--- config.mk ---
export PLATFORM = sky130hd
export DESIGN_NAME = rcas_seq
export DESIGN_NICKNAME = d
export VERILOG_FILES = /design/src/rtl/rcas_seq.sv
export SDC_FILE = /design/constraint.sdc
export NUM_CORES = 1
export LEC_CHECK = 0
export CAP_MARGIN = 25
export CORE_ASPECT_RATIO = 1.4
export CORE_MARGIN = 4
export CORE_UTILIZATION = 47
export DETAILED_ROUTE_END_ITERATION = 16
export PLACE_DENSITY_LB_ADDON = 0.25
export RECOVER_POWER = 50
export SKIP_CTS_REPAIR_TIMING = 1
export SYNTH_ARGS = -nofsm -noshare
export SYNTH_HDL_FRONTEND = slang
export SYNTH_SLANG_ARGS = --single-unit
--- constraint.sdc ---
create_clock -name clk -period 2 [get_ports clk]
set_input_delay 0.3 -clock clk [delete_from_list [all_inputs] [get_ports clk]]
set_output_delay 0.3 -clock clk [all_outputs]
set_load 0.02 [all_outputs]
--- src/rtl/rcas_seq.sv ---
`default_nettype none
// +----------------------------------------------------------------------------+
// | Module  : rcas_seq                                                          |
// | Brief   : Slice-serial ripple-carry adder/subtractor, valid/ready handshake |
// | Revision: 1.0                                                               |
// +----------------------------------------------------------------------------+
module rcas_seq #(
    parameter int WIDTH = 32,
    parameter int SLICE = 8
) (
    input  logic             clk,
    input  logic             n_rst,
    input  logic             in_valid,
    output logic             in_ready,
    input  logic [WIDTH-1:0] a,
    input  logic [WIDTH-1:0] b,
    input  logic             sel,
    output logic             out_valid,
    input  logic             out_ready,
    output logic [WIDTH-1:0] result,
    output logic             c_out
);

    localparam int              C_N    = WIDTH / SLICE;
    localparam int              C_CW   = (C_N > 1) ? $clog2(C_N) : 1;
    localparam logic [C_CW-1:0] C_LAST = C_CW'(C_N - 1);

    typedef enum logic [1:0] {
        S_IDLE = 2'd0,
        S_CALC = 2'd1,
        S_DONE = 2'd2
    } state_t;

    state_t                r_state;
    state_t                w_state_next;
    logic [WIDTH-1:0]      r_op_a;
    logic [WIDTH-1:0]      r_op_b;
    logic [WIDTH-1:0]      r_acc;
    logic                  r_carry;
    logic [C_CW-1:0]       r_cnt;
    logic [SLICE:0]        w_sum;
    logic [WIDTH+SLICE-1:0] w_cat;
    logic [WIDTH-1:0]      w_acc_next;
    logic                  w_last;
    logic                  w_accept;

    // Operands shift right one slice per cycle; each new sum slice enters at the
    // top of the accumulator so the first slice ends up at the LSBs after N steps.
    assign w_sum      = {1'b0, r_op_a[SLICE-1:0]} + {1'b0, r_op_b[SLICE-1:0]}
                      + {{SLICE{1'b0}}, r_carry};
    assign w_cat      = {w_sum[SLICE-1:0], r_acc};
    assign w_acc_next = w_cat[WIDTH+SLICE-1:SLICE];
    assign w_last     = (r_cnt == C_LAST);
    assign w_accept   = (r_state == S_IDLE) && in_valid;

    always_ff @(posedge clk or negedge n_rst) begin
        if (!n_rst) begin
            r_state <= S_IDLE;
        end else begin
            r_state <= w_state_next;
        end
    end

    always_comb begin
        w_state_next = r_state;
        in_ready     = 1'b0;
        out_valid    = 1'b0;
        case (r_state)
            S_IDLE: begin
                in_ready = 1'b1;
                if (in_valid) begin
                    w_state_next = S_CALC;
                end
            end
            S_CALC: begin
                if (w_last) begin
                    w_state_next = S_DONE;
                end
            end
            S_DONE: begin
                out_valid = 1'b1;
                if (out_ready) begin
                    w_state_next = S_IDLE;
                end
            end
            default: begin
                w_state_next = S_IDLE;
            end
        endcase
    end

    // Subtraction is a + ~b + 1: the +1 rides in as the initial carry.
    always_ff @(posedge clk or negedge n_rst) begin
        if (!n_rst) begin
            r_op_a  <= '0;
            r_op_b  <= '0;
            r_acc   <= '0;
            r_carry <= 1'b0;
            r_cnt   <= '0;
            result  <= '0;
            c_out   <= 1'b0;
        end else if (w_accept) begin
            r_op_a  <= a;
            r_op_b  <= sel ? ~b : b;
            r_carry <= sel;
            r_cnt   <= '0;
        end else if (r_state == S_CALC) begin
            r_op_a  <= r_op_a >> SLICE;
            r_op_b  <= r_op_b >> SLICE;
            r_acc   <= w_acc_next;
            r_carry <= w_sum[SLICE];
            r_cnt   <= r_cnt + C_CW'(1);
            if (w_last) begin
                result <= w_acc_next;
                c_out  <= w_sum[SLICE];
            end
        end
    end

endmodule
`default_nettype wire
; ---- Word level (Yosys, flattened, before mapping)
; Index checks and enable logic that the tools add are counted.
[totals]
reg_bits = 134
latchBits = 0
ram_bits = 0
rom_bits = 0
in_bits = 69
output_inout_bits = 35
elab_cells = 40
n_memories = 0
[op_classes]
n_addsub = 3
mul = 0
div = 0
order_cmp = 0
n_eq_ne = 6
n_shift = 0
muxes = 15
bitwise = 2
n_reduce_logical = 6
[ops]
columns = cell, count
row1 = 32-bit two-way mux, 5
row2 = 32-bit inverter, 1
row3 = 2-bit two-way mux, 5
row4 = 8-bit by 8-bit adder with 9-bit output, 1
row5 = 9-bit by 1-bit adder with 9-bit output, 1
row6 = "2-bit inequality test, second input constant", 3
row7 = 2-bit one-hot mux with 3 select lines, 1
row8 = 3-bit AND reduction, 2
row9 = "2-bit equality test, second input constant", 2
row10 = 1-bit two-way mux, 4
row11 = "2-bit by 1-bit adder with 2-bit output, second input constant", 1
row12 = "2-bit by 1-bit equality test with 1-bit output, second input constant", 1
row13 = 2-bit logical NOT, 1
row14 = 2-bit AND reduction, 1
row15 = 2-bit nonzero test, 1
row16 = 1-bit logical AND, 1
row17 = 1-bit inverter, 1

; ---- Longest topological paths before layout
[depth]
depth_word = 4
depth_mapped = 7

; ---- Worst setup path after synthesis
; No wires, ideal clock.
[synth_path]
kind = register to register
startpoint = register r_op_a[0]
endpoint = register result[30]
arrival_ns = 2.112
required_time_ns = 1.931
slack_ns = -0.181
stages_incl_launch_ff = 7
synth_period_minus_slack_ns = 2.181
cell_sequence = dfrtp_1 -> fa_1 -> fa_1 -> a21oi_1 -> o211ai_1 -> or3_1 -> nand3_1
[synth_via]
elab_chain_len = 2
[synth_rtl]
columns = element, line
row1 = from (decl), 36  ; logic [WIDTH-1:0] r_op_a;
row2 = from (signal assigned), 108  ; r_op_a <= r_op_a >> SLICE;
row3 = 8-bit by 8-bit adder with 9-bit output, 49  ; assign w_sum = {1'b0, r_op_a[SLICE-1:0]} + {1'b0, r_op_b[SLICE-1:0]}
row4 = 9-bit by 1-bit adder with 9-bit output, 50  ; + {{SLICE{1'b0}}, r_carry};
row5 = to (signal assigned), 114  ; result <= w_acc_next;
row6 = to (decl), 20  ; output logic [WIDTH-1:0] result,
; Every way passes these cells.
; A chain may end at the register's enable or synchronous reset.

; ---- Worst setup path in the final report
[layout_path]
startpoint = register r_carry
endpoint = register result[30]
[layout_via]
elab_chain_len = 1
[layout_rtl]
columns = element, line
row1 = from (decl), 39  ; logic r_carry;
row2 = from (signal assigned), 105  ; r_carry <= sel;
row3 = from (signal assigned), 111  ; r_carry <= w_sum[SLICE];
row4 = 9-bit by 1-bit adder with 9-bit output, 50
; Every way passes these cells.

==> results.txt <==
* RSZ-0062 raised after global routing: true
- On the final layout, the worst clock skew is between 0.015 and 0.02 ns.
- IO buf count: 103
- For this run, the register share of the synthesized area comes to 0.5545.
- Crit path top cell by count: fa_2
- Number of synthesized flops with an enable pin: 0
- Layout Cells excl Fill: 806
- The worst register-to-register path begins at r_carry.
- Routability-driven placement finished with a final weighted congestion of 0.8213.
- Of the total power, the share spent switching nets is 0.3648.
- In the synthesized netlist the async set-or-reset flop fraction comes to 1.000.
- Dividing the detail-routed wire length by the instance count gives 15.35 um.
- The critical path in this run is classified as reg -> reg.
- Initial DRT Pass Iterations: 4
- In the final design database the tool counted 728 nets.
- Worst hold path stage count: 3
- Setup slack on the worst reg-to-reg path comes out at -0.04 ns.
- By area the synthesized netlist is led by dfrtp_1 (55%), nand2_1 (9.5%), mux2_2 (5.1%), xnor2_1 (4.8%), a221o_1 (3.7%).
- The share of total power dissipated in the clock network is 0.235.
- Remaining antenna violation count after routing: 0
- The share of total power dissipated in sequential elements is 0.341.
- The detailed router finished its first iteration with 182 violations.
* Worst Min Path Start: a[28]
* CTS tree: built
- In this design, the stage delay of the slowest critical-path cell is 0.43 ns.
- Among cell families on the critical path, the largest total delay comes from adder cells.
- Endpoint kind of the worst setup timing path: flop
- After technology mapping, the gate count stands at 550.
- Yosys printed 0 warnings.
- Core ar.: 11820 um^2
- For this block, the routed nets add up to around 12000 um of wire.
- After layout, the minimum clock period comes to around 2.0 ns.
- For this design, the slowest cell found on the critical path is fa_2.
- Setup violations remaining at the end of the flow were counted as 2.
- The count of pins over their slew limit came to 0.
- Mean cell area of the mapped netlist: 10.34 um^2
- Mean number of vias per cell: about 5.4
- Maximum number of pins on one net before global-route repair: 70
- Antenna violations before repair: 0
- Synthesis instantiated 44 different standard cells from the library.
- Launch point of the worst path: r_carry
- Based on the critical path, the design can be clocked at up to 489.9 MHz.
- Power spread over the standard cell area amounts to 1767 nW/um^2.
- The clock drives between 100 and 150 sinks.
* Post-synth net total: 629
* Dpl cells: just under 800
- Final worst path period share: 1.021
- Measured on the finished design, the core utilization comes to 0.6369.
- Vias in the first global route: between 4000 and 5000
- Clock-pin slew was measured on the worst setup and hold paths at roughly 0.050 ns.
* Most common cell after layout, fill and taps aside: nand2_1
- Buffers inserted during clock tree synthesis total 17.
* Height of the die: between 100 and 150 um
* Worst Max-Slew Pin Slew: ~1.1 ns
- For this design the static power due to leakage is roughly 3.5 nW.
- Die width: about 100 um
- Internal portion of total power: 0.008451 W
* Run status: finished with violations
- The routed layout has 4344 vias.
* Bufs on Longest Clock Path: 2
- Global-route wire length before repair: 20870 um
- R2r worst-path depth: 6
* Commonest cells after routing, fill and taps aside: nand2_1 (144), dfrtp_1 (125), clkdlybuf4s50_1 (100)
* Layout-stage area growth over the synthesis result: 32.39%
- CP Data Required Time: 2.35 ns
* Failing checks: setup timing
* Critical path buffer and inverter count: 0
- Among all flip-flop cells after synthesis, the most frequent one is dfrtp_1.
- For this run the aggregate overflow at the end of global routing stands at 0.
- In this run the tightest slew margin relative to its limit is 0.2501.
- Total inserted antenna cells: 0
- Number of max-cap violations: 0
* Dominant cell type by area after synthesis: dfrtp_1
* GRT Resource Usage Total: 0.1865
- Once routing completed, OpenROAD measured the worst setup slack at -0.04112 ns.
- Along the worst path, the maximum fanout reaches 4.
* Share of the synthesized area in the top cell type: 0.5545
* Comb pwr share: 0.424
- Effective utilization at floorplan: 0.4811
- The H-tree generated during clock tree synthesis spans 4 levels.
* Final number of hold-violating endpoints: 0
- Number of placement rows: 47
* Clock latency on the worst-skew pair: roughly 0.42 ns
- End of the worst hold path: r_op_a[28]
- Summing internal, switching and leakage power gives 0.01330 W.
- Top-level port count: 104
- CTS Root Buffer Type: clkbuf_16
* Post-synthesis instance area: 5687 um^2
* Die outline area: ~14000 um^2
- Switching power: a little under 0.005 W
- In the routed design, unresolved DRC markers number 0.
* Data arrival, critical path: approximately 2.4 ns
- Number of register bits inferred by synthesis: approximately 130
* Cell chain of the critical path: fa_2 -> fa_2 -> a21oi_4 -> o211ai_1 -> or3_1 -> nand3_1
* Worst supply voltage drop on vdd: 952.7 uV
* Hold WC Path Type: in -> reg
- In the final layout, the share of cells above drive strength 1 is 0.1199.
- Half-perimeter wire length after placement: 8406 um
- End of the worst register-to-register path: result[30]
- The worst setup path is launched from a flop.
-- tightest hold or removal path, stage by stage --
cell and delay, ns:
clkdlybuf4s50_1 0.39, nand2_1 0.05, nand2_1 0.04
-- worst max path at each step --
stage / endpoint / slack (ns) / cells after the start
finish: result[30] / -0.04 / 6
global route: r_acc[30] / -0.13 / 6
CTS: out_valid / -0.09 / 3
detailed placement: result[30] / -0.06 / 6
global placement: result[30] / -0.005 / 6
floorplan: result[30] / 0.007 / 6
-- final cells by class --
cell class	instances	area (um^2)
Sequential cell	126	3154
Timing Repair Buffer	119	1201
Clock buffer	21	460.4
Tap cell	147	183.9
Multi-Input combinational cell	381	2374
Inverter	4	15.01
Clock inverter	8	140.1
Fill cell	944	4292
-- sequential cells by signal (all words and copies together) (netlist names) --
register and flops:
r_state 2, c_out 1, r_acc 24, r_op_b 32, r_op_a 32, r_carry 1
r_cnt 2, result 32
-- cells in the mapped netlist (2+ instances only) --
cell,number
mux2_2,26
xnor2_1,31
clkbuf_1,16
nor3b_1,3
a21oi_1,6
a211oi_1,2
dfrtp_1,126
nor3_1,2
o21ai_0,22
a22oi_1,24
buf_1,4
nand3b_1,2
inv_1,4
buf_2,17
nand2_1,144
xor2_1,3
o31ai_1,2
o211ai_1,3
a221o_1,21
ha_1,8
o21a_1,2
nand2b_1,5
nor2_1,32
fa_1,2
a31oi_1,3
nand3_1,21
or3_1,2
-- stage by stage --
step                      area, um^2  hold slack [ns]  setup WS, ns    TNS, ns
after floorplan                 5695         0.004409      0.007385          0
after global placement          6952           0.2516     -0.005239  -0.005239
after detailed placement        6952           0.2562      -0.06054   -0.09454
after CTS                       7552          -0.1783      -0.08671    -0.2246
after global routing            7528           0.4048       -0.1296    -0.4229
final                           7528           0.4195      -0.04112   -0.06709
-- cells by family (layout without fill, tap and decap cells) --
kind of cell / count (synthesis) / after routing / share of synthesized area
simple gates: 217 / 217 / 0.1604
fa+ha+maj: 10 / 10 / 0.02464
xor+xnor: 34 / 34 / 0.05237
buf+inv: 43 / 152 / 0.03410
mux: 27 / 27 / 0.05325
compound gates: 93 / 93 / 0.1208
flops: 126 / 126 / 0.5545
-- routing by layer --
layer	share of wire	wire, um	track usage
met5	0	0	0
met4	0.024	299	0.07283
met3	0.054	662	0.04587
met2	0.51	6370	0.3068
met1	0.41	5039	0.2351
-- power groups by stage --
| stage | sequential (W) | combinational, W | clock [W] |
|---|---|---|---|
| final | 0.00454 | 0.00563 | 0.00313 |
| after global routing | 0.00466 | 0.00630 | 0.00331 |
| after CTS | 0.00454 | 0.00569 | 0.00319 |
| after detailed placement | 0.00457 | 0.00565 | 0 |
| after global placement | 0.00451 | 0.00547 | 0 |
| after floorplan | 0.00468 | 0.00350 | 0 |
Power figures use the tool's default switching activity.
